<file path="src/rtl/segre_mem_arbiter_pkg.sv">
// Shared types and constants for the memory-port arbiter.
//   WORD_SIZE, CACHE_LINE_SIZE_BYTES : datapath widths
//   memop_data_type_e                : access size (BYTE/HALF/WORD)
//   arb_state_e / arb_owner_e        : arbiter FSM state and bus owner
package segre_mem_arbiter_pkg;

   localparam int WORD_SIZE             = 32;
   localparam int CACHE_LINE_SIZE_BYTES = 16;

   typedef enum logic [1:0] {
      BYTE = 2'b00,
      HALF = 2'b01,
      WORD = 2'b10
   } memop_data_type_e;

   typedef enum logic [1:0] {
      ARB_IDLE      = 2'b00,
      ARB_SERVE_IF  = 2'b01,
      ARB_SERVE_MEM = 2'b10
   } arb_state_e;

   typedef enum logic {
      OWN_IF  = 1'b0,
      OWN_MEM = 1'b1
   } arb_owner_e;

   // Width of a counter that must hold 0..limit inclusive.
   function automatic int starve_cnt_width(input int limit);
      return (limit < 1) ? 1 : $clog2(limit + 1);
   endfunction

endpackage

</file>
<file path="src/rtl/segre_mem_arbiter_if.sv">
// Bundle of the three handshakes around the arbiter: the IF requester,
// the MEM requester and the downstream memory port.
//   slave  : arbiter view (requests/ack in, grants/valids/downstream out)
//   master : environment view (requesters and memory model)
interface segre_mem_arbiter_if #(
   parameter int ADDR_WIDTH = 32,
   parameter int LINE_BYTES = segre_mem_arbiter_pkg::CACHE_LINE_SIZE_BYTES
) ();
   import segre_mem_arbiter_pkg::*;

   logic                    if_req_i;
   logic [ADDR_WIDTH-1:0]   if_addr_i;
   logic                    if_gnt_o;
   logic                    if_valid_o;
   logic [LINE_BYTES*8-1:0] if_data_o;

   logic                    mem_req_i;
   logic                    mem_wr_i;
   logic [ADDR_WIDTH-1:0]   mem_addr_i;
   logic [WORD_SIZE-1:0]    mem_wdata_i;
   memop_data_type_e        mem_type_i;
   logic                    mem_gnt_o;
   logic                    mem_valid_o;
   logic [LINE_BYTES*8-1:0] mem_data_o;

   logic                    m_req_o;
   logic                    m_wr_o;
   logic [ADDR_WIDTH-1:0]   m_addr_o;
   logic [WORD_SIZE-1:0]    m_wdata_o;
   memop_data_type_e        m_type_o;
   logic                    m_ack_i;
   logic [LINE_BYTES*8-1:0] m_rdata_i;

   modport slave (
      input  if_req_i, if_addr_i,
      output if_gnt_o, if_valid_o, if_data_o,
      input  mem_req_i, mem_wr_i, mem_addr_i, mem_wdata_i, mem_type_i,
      output mem_gnt_o, mem_valid_o, mem_data_o,
      output m_req_o, m_wr_o, m_addr_o, m_wdata_o, m_type_o,
      input  m_ack_i, m_rdata_i
   );

   modport master (
      output if_req_i, if_addr_i,
      input  if_gnt_o, if_valid_o, if_data_o,
      output mem_req_i, mem_wr_i, mem_addr_i, mem_wdata_i, mem_type_i,
      input  mem_gnt_o, mem_valid_o, mem_data_o,
      input  m_req_o, m_wr_o, m_addr_o, m_wdata_o, m_type_o,
      output m_ack_i, m_rdata_i
   );

endinterface

</file>
<file path="src/rtl/segre_mem_arbiter_pick.sv">
// Combinational winner selection for the memory-port arbiter.
//   i_if_req / i_mem_req : pending requests
//   i_starve_cnt         : consecutive MEM grants while IF waited
//   i_last_owner         : owner of the previous transaction
//   o_any_req            : at least one request pending
//   o_winner             : requester to grant (meaningful with o_any_req)
// Build option: SEGRE_MEM_ARB_RR_EN selects round-robin on collisions;
// otherwise MEM has fixed priority with an IF starvation guard.
module segre_mem_arb_pick
   import segre_mem_arbiter_pkg::*;
#(
   parameter int STARVE_LIMIT = 4,
   parameter int CNT_W        = starve_cnt_width(STARVE_LIMIT)
) (
   input  logic             i_if_req,
   input  logic             i_mem_req,
   input  logic [CNT_W-1:0] i_starve_cnt,
   input  arb_owner_e       i_last_owner,
   output logic             o_any_req,
   output arb_owner_e       o_winner
);

   assign o_any_req = i_if_req | i_mem_req;

`ifdef SEGRE_MEM_ARB_RR_EN
   logic w_unused_cnt;
   assign w_unused_cnt = ^i_starve_cnt;

   always_comb begin
      o_winner = OWN_IF;
      if (i_if_req && i_mem_req) begin
         // whoever did not own the port last time goes next
         o_winner = (i_last_owner == OWN_IF) ? OWN_MEM : OWN_IF;
      end else if (i_mem_req) begin
         o_winner = OWN_MEM;
      end
   end
`else
   logic w_unused_owner;
   assign w_unused_owner = i_last_owner;

   always_comb begin
      o_winner = OWN_IF;
      // MEM wins unless IF is waiting and has already been passed over too often
      if (i_mem_req && !(i_if_req && (i_starve_cnt == CNT_W'(STARVE_LIMIT)))) begin
         o_winner = OWN_MEM;
      end
   end
`endif

endmodule

</file>
<file path="src/rtl/segre_mem_arbiter.sv">
// Shares the single memory port between instruction fetch (line reads) and
// the MEM stage (loads/stores). One transaction at a time; the grant is
// combinational in IDLE, the downstream request and the valid pulses are
// registered.
//   clk_i, rst_i : clock (rising edge), asynchronous active-high reset
//   bus          : IF / MEM / downstream handshakes (slave modport)
// Build option: SEGRE_MEM_ARB_RR_EN -> round-robin on simultaneous requests,
// starve counter held at 0.
//
// state         | meaning
// --------------+-----------------------------------------------------------
// ARB_IDLE      | port free; grant the winner in the same cycle
// ARB_SERVE_IF  | IF line read outstanding, m_req_o held until m_ack_i
// ARB_SERVE_MEM | MEM load/store outstanding, m_req_o held until m_ack_i
module segre_mem_arbiter
   import segre_mem_arbiter_pkg::*;
#(
   parameter int ADDR_WIDTH   = 32,
   parameter int LINE_BYTES   = CACHE_LINE_SIZE_BYTES,
   parameter int STARVE_LIMIT = 4
) (
   input logic               clk_i,
   input logic               rst_i,
   segre_mem_arbiter_if.slave bus
);

   localparam int CNT_W = starve_cnt_width(STARVE_LIMIT);

   arb_state_e              r_state;
   arb_owner_e              r_last_owner;
   logic [CNT_W-1:0]        r_starve_cnt;

   logic                    r_m_req;
   logic                    r_m_wr;
   logic [ADDR_WIDTH-1:0]   r_m_addr;
   logic [WORD_SIZE-1:0]    r_m_wdata;
   memop_data_type_e        r_m_type;

   logic                    r_if_valid;
   logic                    r_mem_valid;
   logic [LINE_BYTES*8-1:0] r_if_data;
   logic [LINE_BYTES*8-1:0] r_mem_data;

   logic                    w_any_req;
   arb_owner_e              w_winner;
   logic                    w_grant;
   logic                    w_if_gnt;
   logic                    w_mem_gnt;

   segre_mem_arb_pick #(
      .STARVE_LIMIT (STARVE_LIMIT),
      .CNT_W        (CNT_W)
   ) u_pick (
      .i_if_req     (bus.if_req_i),
      .i_mem_req    (bus.mem_req_i),
      .i_starve_cnt (r_starve_cnt),
      .i_last_owner (r_last_owner),
      .o_any_req    (w_any_req),
      .o_winner     (w_winner)
   );

   // grants are combinational; held low while reset is asserted
   assign w_grant   = (r_state == ARB_IDLE) && w_any_req && !rst_i;
   assign w_if_gnt  = w_grant && (w_winner == OWN_IF);
   assign w_mem_gnt = w_grant && (w_winner == OWN_MEM);

   always_ff @(posedge clk_i or posedge rst_i) begin
      if (rst_i) begin
         r_state      <= ARB_IDLE;
         r_last_owner <= OWN_IF;
         r_starve_cnt <= '0;
         r_m_req      <= 1'b0;
         r_m_wr       <= 1'b0;
         r_m_addr     <= '0;
         r_m_wdata    <= '0;
         r_m_type     <= BYTE;
         r_if_valid   <= 1'b0;
         r_mem_valid  <= 1'b0;
         r_if_data    <= '0;
         r_mem_data   <= '0;
      end else begin
         r_if_valid  <= 1'b0;
         r_mem_valid <= 1'b0;
         case (r_state)
            ARB_IDLE: begin
               // m_ack_i here is spurious and deliberately ignored
               if (w_grant) begin
                  r_m_req      <= 1'b1;
                  r_last_owner <= w_winner;
                  if (w_winner == OWN_IF) begin
                     r_state      <= ARB_SERVE_IF;
                     r_m_wr       <= 1'b0;
                     r_m_addr     <= bus.if_addr_i;
                     r_m_wdata    <= '0;
                     r_m_type     <= WORD;
                     r_starve_cnt <= '0;
                  end else begin
                     r_state   <= ARB_SERVE_MEM;
                     r_m_wr    <= bus.mem_wr_i;
                     r_m_addr  <= bus.mem_addr_i;
                     r_m_wdata <= bus.mem_wdata_i;
                     r_m_type  <= bus.mem_type_i;
`ifndef SEGRE_MEM_ARB_RR_EN
                     if (bus.if_req_i && (r_starve_cnt != CNT_W'(STARVE_LIMIT))) begin
                        r_starve_cnt <= r_starve_cnt + CNT_W'(1);
                     end
`endif
                  end
               end
            end
            ARB_SERVE_IF: begin
               if (bus.m_ack_i) begin
                  r_m_req    <= 1'b0;
                  r_state    <= ARB_IDLE;
                  r_if_valid <= 1'b1;
                  r_if_data  <= bus.m_rdata_i;
               end
            end
            ARB_SERVE_MEM: begin
               if (bus.m_ack_i) begin
                  r_m_req     <= 1'b0;
                  r_state     <= ARB_IDLE;
                  r_mem_valid <= 1'b1;
                  // for stores this is don't-care data; capturing it keeps the path uniform
                  r_mem_data  <= bus.m_rdata_i;
               end
            end
            default: begin
               r_state <= ARB_IDLE;
               r_m_req <= 1'b0;
            end
         endcase
      end
   end

   assign bus.if_gnt_o    = w_if_gnt;
   assign bus.if_valid_o  = r_if_valid;
   assign bus.if_data_o   = r_if_data;
   assign bus.mem_gnt_o   = w_mem_gnt;
   assign bus.mem_valid_o = r_mem_valid;
   assign bus.mem_data_o  = r_mem_data;
   assign bus.m_req_o     = r_m_req;
   assign bus.m_wr_o      = r_m_wr;
   assign bus.m_addr_o    = r_m_addr;
   assign bus.m_wdata_o   = r_m_wdata;
   assign bus.m_type_o    = r_m_type;

endmodule

</file>
<file path="src/flat_wrapper.sv">
// flat-port wrapper written by rule: the top's interface ports become plain ports
module segre_mem_arbiter_flat import segre_mem_arbiter_pkg::*;
#(
   parameter int ADDR_WIDTH   = 32,
   parameter int LINE_BYTES   = CACHE_LINE_SIZE_BYTES,
   parameter int STARVE_LIMIT = 4
)
  (clk_i, rst_i, bus_if_req_i, bus_if_addr_i, bus_if_gnt_o, bus_if_valid_o, bus_if_data_o, bus_mem_req_i, bus_mem_wr_i, bus_mem_addr_i, bus_mem_wdata_i, bus_mem_type_i, bus_mem_gnt_o, bus_mem_valid_o, bus_mem_data_o, bus_m_req_o, bus_m_wr_o, bus_m_addr_o, bus_m_wdata_o, bus_m_type_o, bus_m_ack_i, bus_m_rdata_i);
  segre_mem_arbiter_if #(.ADDR_WIDTH(ADDR_WIDTH), .LINE_BYTES(LINE_BYTES)) bus_i ();
  input logic clk_i;
  input logic rst_i;
  input wire logic [$bits(bus_i.if_req_i)-1:0] bus_if_req_i;
  input wire logic [$bits(bus_i.if_addr_i)-1:0] bus_if_addr_i;
  output wire logic [$bits(bus_i.if_gnt_o)-1:0] bus_if_gnt_o;
  output wire logic [$bits(bus_i.if_valid_o)-1:0] bus_if_valid_o;
  output wire logic [$bits(bus_i.if_data_o)-1:0] bus_if_data_o;
  input wire logic [$bits(bus_i.mem_req_i)-1:0] bus_mem_req_i;
  input wire logic [$bits(bus_i.mem_wr_i)-1:0] bus_mem_wr_i;
  input wire logic [$bits(bus_i.mem_addr_i)-1:0] bus_mem_addr_i;
  input wire logic [$bits(bus_i.mem_wdata_i)-1:0] bus_mem_wdata_i;
  input wire logic [$bits(bus_i.mem_type_i)-1:0] bus_mem_type_i;
  output wire logic [$bits(bus_i.mem_gnt_o)-1:0] bus_mem_gnt_o;
  output wire logic [$bits(bus_i.mem_valid_o)-1:0] bus_mem_valid_o;
  output wire logic [$bits(bus_i.mem_data_o)-1:0] bus_mem_data_o;
  output wire logic [$bits(bus_i.m_req_o)-1:0] bus_m_req_o;
  output wire logic [$bits(bus_i.m_wr_o)-1:0] bus_m_wr_o;
  output wire logic [$bits(bus_i.m_addr_o)-1:0] bus_m_addr_o;
  output wire logic [$bits(bus_i.m_wdata_o)-1:0] bus_m_wdata_o;
  output wire logic [$bits(bus_i.m_type_o)-1:0] bus_m_type_o;
  input wire logic [$bits(bus_i.m_ack_i)-1:0] bus_m_ack_i;
  input wire logic [$bits(bus_i.m_rdata_i)-1:0] bus_m_rdata_i;
  assign bus_i.if_req_i = bus_if_req_i;
  assign bus_i.if_addr_i = bus_if_addr_i;
  assign bus_if_gnt_o = bus_i.if_gnt_o;
  assign bus_if_valid_o = bus_i.if_valid_o;
  assign bus_if_data_o = bus_i.if_data_o;
  assign bus_i.mem_req_i = bus_mem_req_i;
  assign bus_i.mem_wr_i = bus_mem_wr_i;
  assign bus_i.mem_addr_i = bus_mem_addr_i;
  assign bus_i.mem_wdata_i = bus_mem_wdata_i;
  assign bus_i.mem_type_i = bus_mem_type_i;
  assign bus_mem_gnt_o = bus_i.mem_gnt_o;
  assign bus_mem_valid_o = bus_i.mem_valid_o;
  assign bus_mem_data_o = bus_i.mem_data_o;
  assign bus_m_req_o = bus_i.m_req_o;
  assign bus_m_wr_o = bus_i.m_wr_o;
  assign bus_m_addr_o = bus_i.m_addr_o;
  assign bus_m_wdata_o = bus_i.m_wdata_o;
  assign bus_m_type_o = bus_i.m_type_o;
  assign bus_i.m_ack_i = bus_m_ack_i;
  assign bus_i.m_rdata_i = bus_m_rdata_i;
  segre_mem_arbiter #(.ADDR_WIDTH(ADDR_WIDTH), .LINE_BYTES(LINE_BYTES), .STARVE_LIMIT(STARVE_LIMIT)) u_core (.clk_i(clk_i), .rst_i(rst_i), .bus(bus_i));
endmodule
</file>
<file path="config.mk">
export PLATFORM = sky130hd
export DESIGN_NAME = segre_mem_arbiter_flat
export DESIGN_NICKNAME = d
export VERILOG_FILES = /design/src/rtl/segre_mem_arbiter_pkg.sv /design/src/rtl/segre_mem_arbiter_if.sv /design/src/rtl/segre_mem_arbiter_pick.sv /design/src/rtl/segre_mem_arbiter.sv /design/src/flat_wrapper.sv
export SDC_FILE = /design/constraint.sdc
export NUM_CORES = 1
export LEC_CHECK = 0
export ABC_AREA = 1
export CAP_MARGIN = 20
export CORE_AREA = 5 5 212 214
export DETAILED_ROUTE_END_ITERATION = 16
export DIE_AREA = 0 0 217 219
export GPL_TIMING_DRIVEN = 0
export PLACE_DENSITY = 0.57
export SLEW_MARGIN = 25
export SYNTH_ARGS = -nofsm -noshare
export SYNTH_HDL_FRONTEND = slang
export SYNTH_SLANG_ARGS = --single-unit
</file>
<file path="constraint.sdc">
create_clock -name clk_i -period 16.7 [get_ports clk_i]
set_input_delay 3.34 -clock clk_i [delete_from_list [all_inputs] [get_ports clk_i]]
set_output_delay 3.34 -clock clk_i [all_outputs]
set_load 0.01 [all_outputs]
</file>
==> reports/results.tsv <==
stage	metric	value	unit
run_status	status	finished clean	
global_routing	largest net degree at the start of global routing	98	
cts	clk slew on worst S/H paths	0.06	ns
cts	Clk Latency, worst-skew pair	0.55	ns
critical_path	reg-to-reg setup timing slack	14.65	ns
final_layout	Util after Layout	47.8	%
global_routing	met1 usage	23.9	%
floorplan	die height	219	um
timing	setup_tns	0	ns
timing	# setup viols final	0	
power_and_ir_drop	clock power share	21.7	%
power_and_ir_drop	leakage	9.61	nW
route	first-pass iteration count of the detailed router	5	
cts	postcts setup bufs	0	
synthesis	predominant post-synthesis flop cell	dfrtp_1	
critical_path	worst path required time	13.36	ns
global_routing	global-route wire length before repair	74.6	mm
synthesis	main combinational cell family by area after synthesis	simple AND/OR/NAND/NOR gates	
synthesis	Avg Cell Area, Syn	9.58	sq um
cts	Post-CTS Hold Buffers	0	
hold_path	Hold Path Class	reg -> reg	
cts	PostCTS Resize Cnt	0	
synthesis	asr flop ratio synth	100	%
global_routing	initial antenna violation count	7	
global_routing	number of global-route vias before repair	12200	
hold_path	hold depth	2	
critical_path	Critical Path Sink Type	output pin	
power_and_ir_drop	Power Internal	2.50	mW
timing	min cycle time layout	9.24	ns
synthesis	Simple-Gate Fraction of Synth Area	17.0	%
critical_path	CP Data Arrival Time	5.90	ns
route	WL final	49.8	mm
final_layout	most frequent cells in the layout	clkdlybuf4s50_1 (558), nand2_1 (405), dfrtp_1 (331)	
floorplan	I/O pin total	560	
floorplan	Core Area	42700	sq um
cts	Sink Count	331	
critical_path	Setup CP Type	in -> out	
cts	CTS root buf	clkbuf_16	
route	Vias/cell	4.62	
flow_run	MaxCap Viol Count	0	
route	Routed Antenna Nets	0	
synthesis	Synth Area in Compound Gates	10.3	%
timing	max_slew headroom	58.2	%
critical_path	Register-to-Register Path Depth	6	
power_and_ir_drop	combinational group share of total power	42.3	%
global_routing	met2 Use GR	35.2	%
route	WL/cell	19.8	um
global_routing	GRT Util Overall	20.3	%
critical_path	Crit-path slowest cell	clkdlybuf4s50_1	
synthesis	Synth Area in XOR/XNOR	0.0683	%
cts	CTS max path bufs	3	
power_and_ir_drop	Max VDD drop	71.2	uV
cts	CTS buffer count	39	
timing	final hold vios	0	
synthesis	yosys synthesis warning count	0	
cts	htree depth	2	
timing	Clock Skew	0.0194	ns
floorplan	Chip Width	217	um
cts	TritonCTS clock tree	done	
timing	worst-margin pin slew	0.627	ns
critical_path	crit path max fanout	76	
global_routing	GRT overflow	0	
final_layout	area grow syn2layout	59.4	%
power_and_ir_drop	PwrDens	188	nW/um^2
synthesis	number of synthesized register bits	331	
synthesis	Mapped Cells	1338	
timing	fin. max-slew vios	0	
timing	unrepaired setup endpoints after global routing	false	
final_layout	most common cell after layout, fill and taps aside	clkdlybuf4s50_1	
route	iteration-0 DRC count of the detailed router	838	
timing	FMAX	108	MHz
synthesis	number of flops mapped to enable cells by yosys	0	
synthesis	Post-Syn Area	12800	sq um
critical_path	Worst Setup Start Kind	input pin	
placed_design	port buffer count	558	
floorplan	Rows	76	
synthesis	synth unique cells	21	
placed_design	placed wire-length estimate	37.8	mm
critical_path	cell mode on critical path	clkdlybuf4s50_1	
final_layout	Nets	2177	
synthesis	post-synthesis mux area share	0	%
timing	final cycle utilization of the critical path	55.3	%
power_and_ir_drop	Sw Pwr	1.33	mW
global_routing	GR peak layer	met2	
synthesis	adder-cell share of the synthesized area	0.488	%
route	via count	11600	
synthesis	post-synthesis sequential area ratio	64.6	%
global_routing	grt met3 use	5.93	%
floorplan	initial core utilization	30.0	%
critical_path	crit path cell chain	clkdlybuf4s50_1 > inv_8 > buf_16 > nand2_4 > nor2_8 > buf_6 > clkdlybuf4s50_1	
power_and_ir_drop	Switching Share	34.8	%
route	DRC viols	0	
placed_design	routability-driven placement congestion ratio	0.864	
power_and_ir_drop	Reg power frac	35.9	%
floorplan	die area	47500	sq um
synthesis	Post-Syn Nets	1575	
final_layout	share of layout cells above drive strength 1	6.10	%
critical_path	CP max stage delay	0.60	ns
[registers in the layout, summed over array words and instances, names as in the netlist]
signal,count
u_core.bus.if_data_o,128
u_core.bus.if_valid_o,1
u_core.bus.m_addr_o,32
u_core.bus.m_req_o,1
u_core.bus.m_type_o,2
u_core.bus.m_wdata_o,32
u_core.bus.m_wr_o,1
u_core.bus.mem_data_o,128
u_core.bus.mem_valid_o,1
u_core.r_starve_cnt,3
u_core.r_state,2
[layout make-up]
| cell class | instances | area [sq um] |
|---|---|---|
| Sequential cell | 331 | 8280 |
| Tap cell | 546 | 683 |
| Clock buffer | 57 | 1130 |
| Clock inverter | 10 | 96.3 |
| Timing Repair Buffer | 561 | 5670 |
| Fill cell | 4090 | 22300 |
| Multi-Input combinational cell | 783 | 3570 |
| Buffer | 82 | 433 |
| Inverter | 142 | 541 |
| Antenna cell | 7 | 17.5 |
[Yosys cell counts, types with 2 or more instances]
library cell | number | area (sq um)
nor2_1 | 5 | 18.8
dfrtp_1 | 331 | 8280
buf_6 | 6 | 67.6
o21ai_1 | 2 | 10.0
buf_4 | 10 | 75.1
nand2_1 | 405 | 1520
ha_1 | 5 | 62.6
nand4_1 | 32 | 200
buf_2 | 34 | 170
o21ai_0 | 257 | 1290
inv_1 | 140 | 526
clkbuf_1 | 32 | 120
nand2_4 | 3 | 33.8
inv_2 | 2 | 7.51
nor2_8 | 3 | 60.1
nand3_1 | 66 | 330
[routing by layer]
layer | wire length [um] | vias to the layer above
met1 | 19500 | 5623
met5 | 0 | -
li1 | - | 5472
met2 | 24800 | 463
met4 | 1600 | 0
met3 | 3980 | 82
[power groups by stage]
stage          registers [mW]  logic, mW  clock network (mW)
4_1_cts                  1.38       1.66               0.855
2_1_floorplan            1.53      0.440                   0
5_1_grt                  1.43       1.77               0.887
3_3_place_gp             1.37       1.63                   0
6_report                 1.38       1.62               0.833
3_5_place_dp             1.38       1.65                   0
[final timing paths]
check	from	end
max	rst_i	bus_mem_gnt_o
min	u_core.bus.if_data_o[10]	u_core.bus.if_data_o[10]
max reg2reg	u_core.r_state[0]	u_core.bus.mem_data_o[106]
min reg2reg	u_core.bus.if_data_o[10]	u_core.bus.if_data_o[10]
max in group asynchronous	rst_i	u_core.bus.if_data_o[30]
min in group asynchronous	rst_i	u_core.r_state[0]
[metrics by stage]
stage / cell area, sq um / std cells / hold WS, ns / setup slack, ns / total power, mW
after floorplan: 12800 / 1338 / 0.467 / 5.46 / 1.97
final: 20400 / 2519 / 0.480 / 7.46 / 3.84
after detailed placement: 19200 / 2445 / 0.468 / 7.33 / 3.04
after global routing: 20400 / 2518 / 0.503 / 7.19 / 4.08
after global placement: 19100 / 2442 / 0.464 / 2.48 / 3.01
after CTS: 20400 / 2512 / 0.483 / 7.33 / 3.89
[cell families after synthesis]
kind of cell / count (synthesis)
AND/OR/NAND/NOR: 515
flip-flops: 331
AO/OA/AOI/OAI: 262
XOR/XNOR: 1
buffers and inverters: 224
adder cells (fa/ha/maj): 5
[critical path: cells and delay by family]
| kind | cells | cell delay, ns |
|---|---|---|
| buf+inv | 5 | 2.16 |
| simple gates | 2 | 0.38 |
Power figures use the tool's default switching activity.
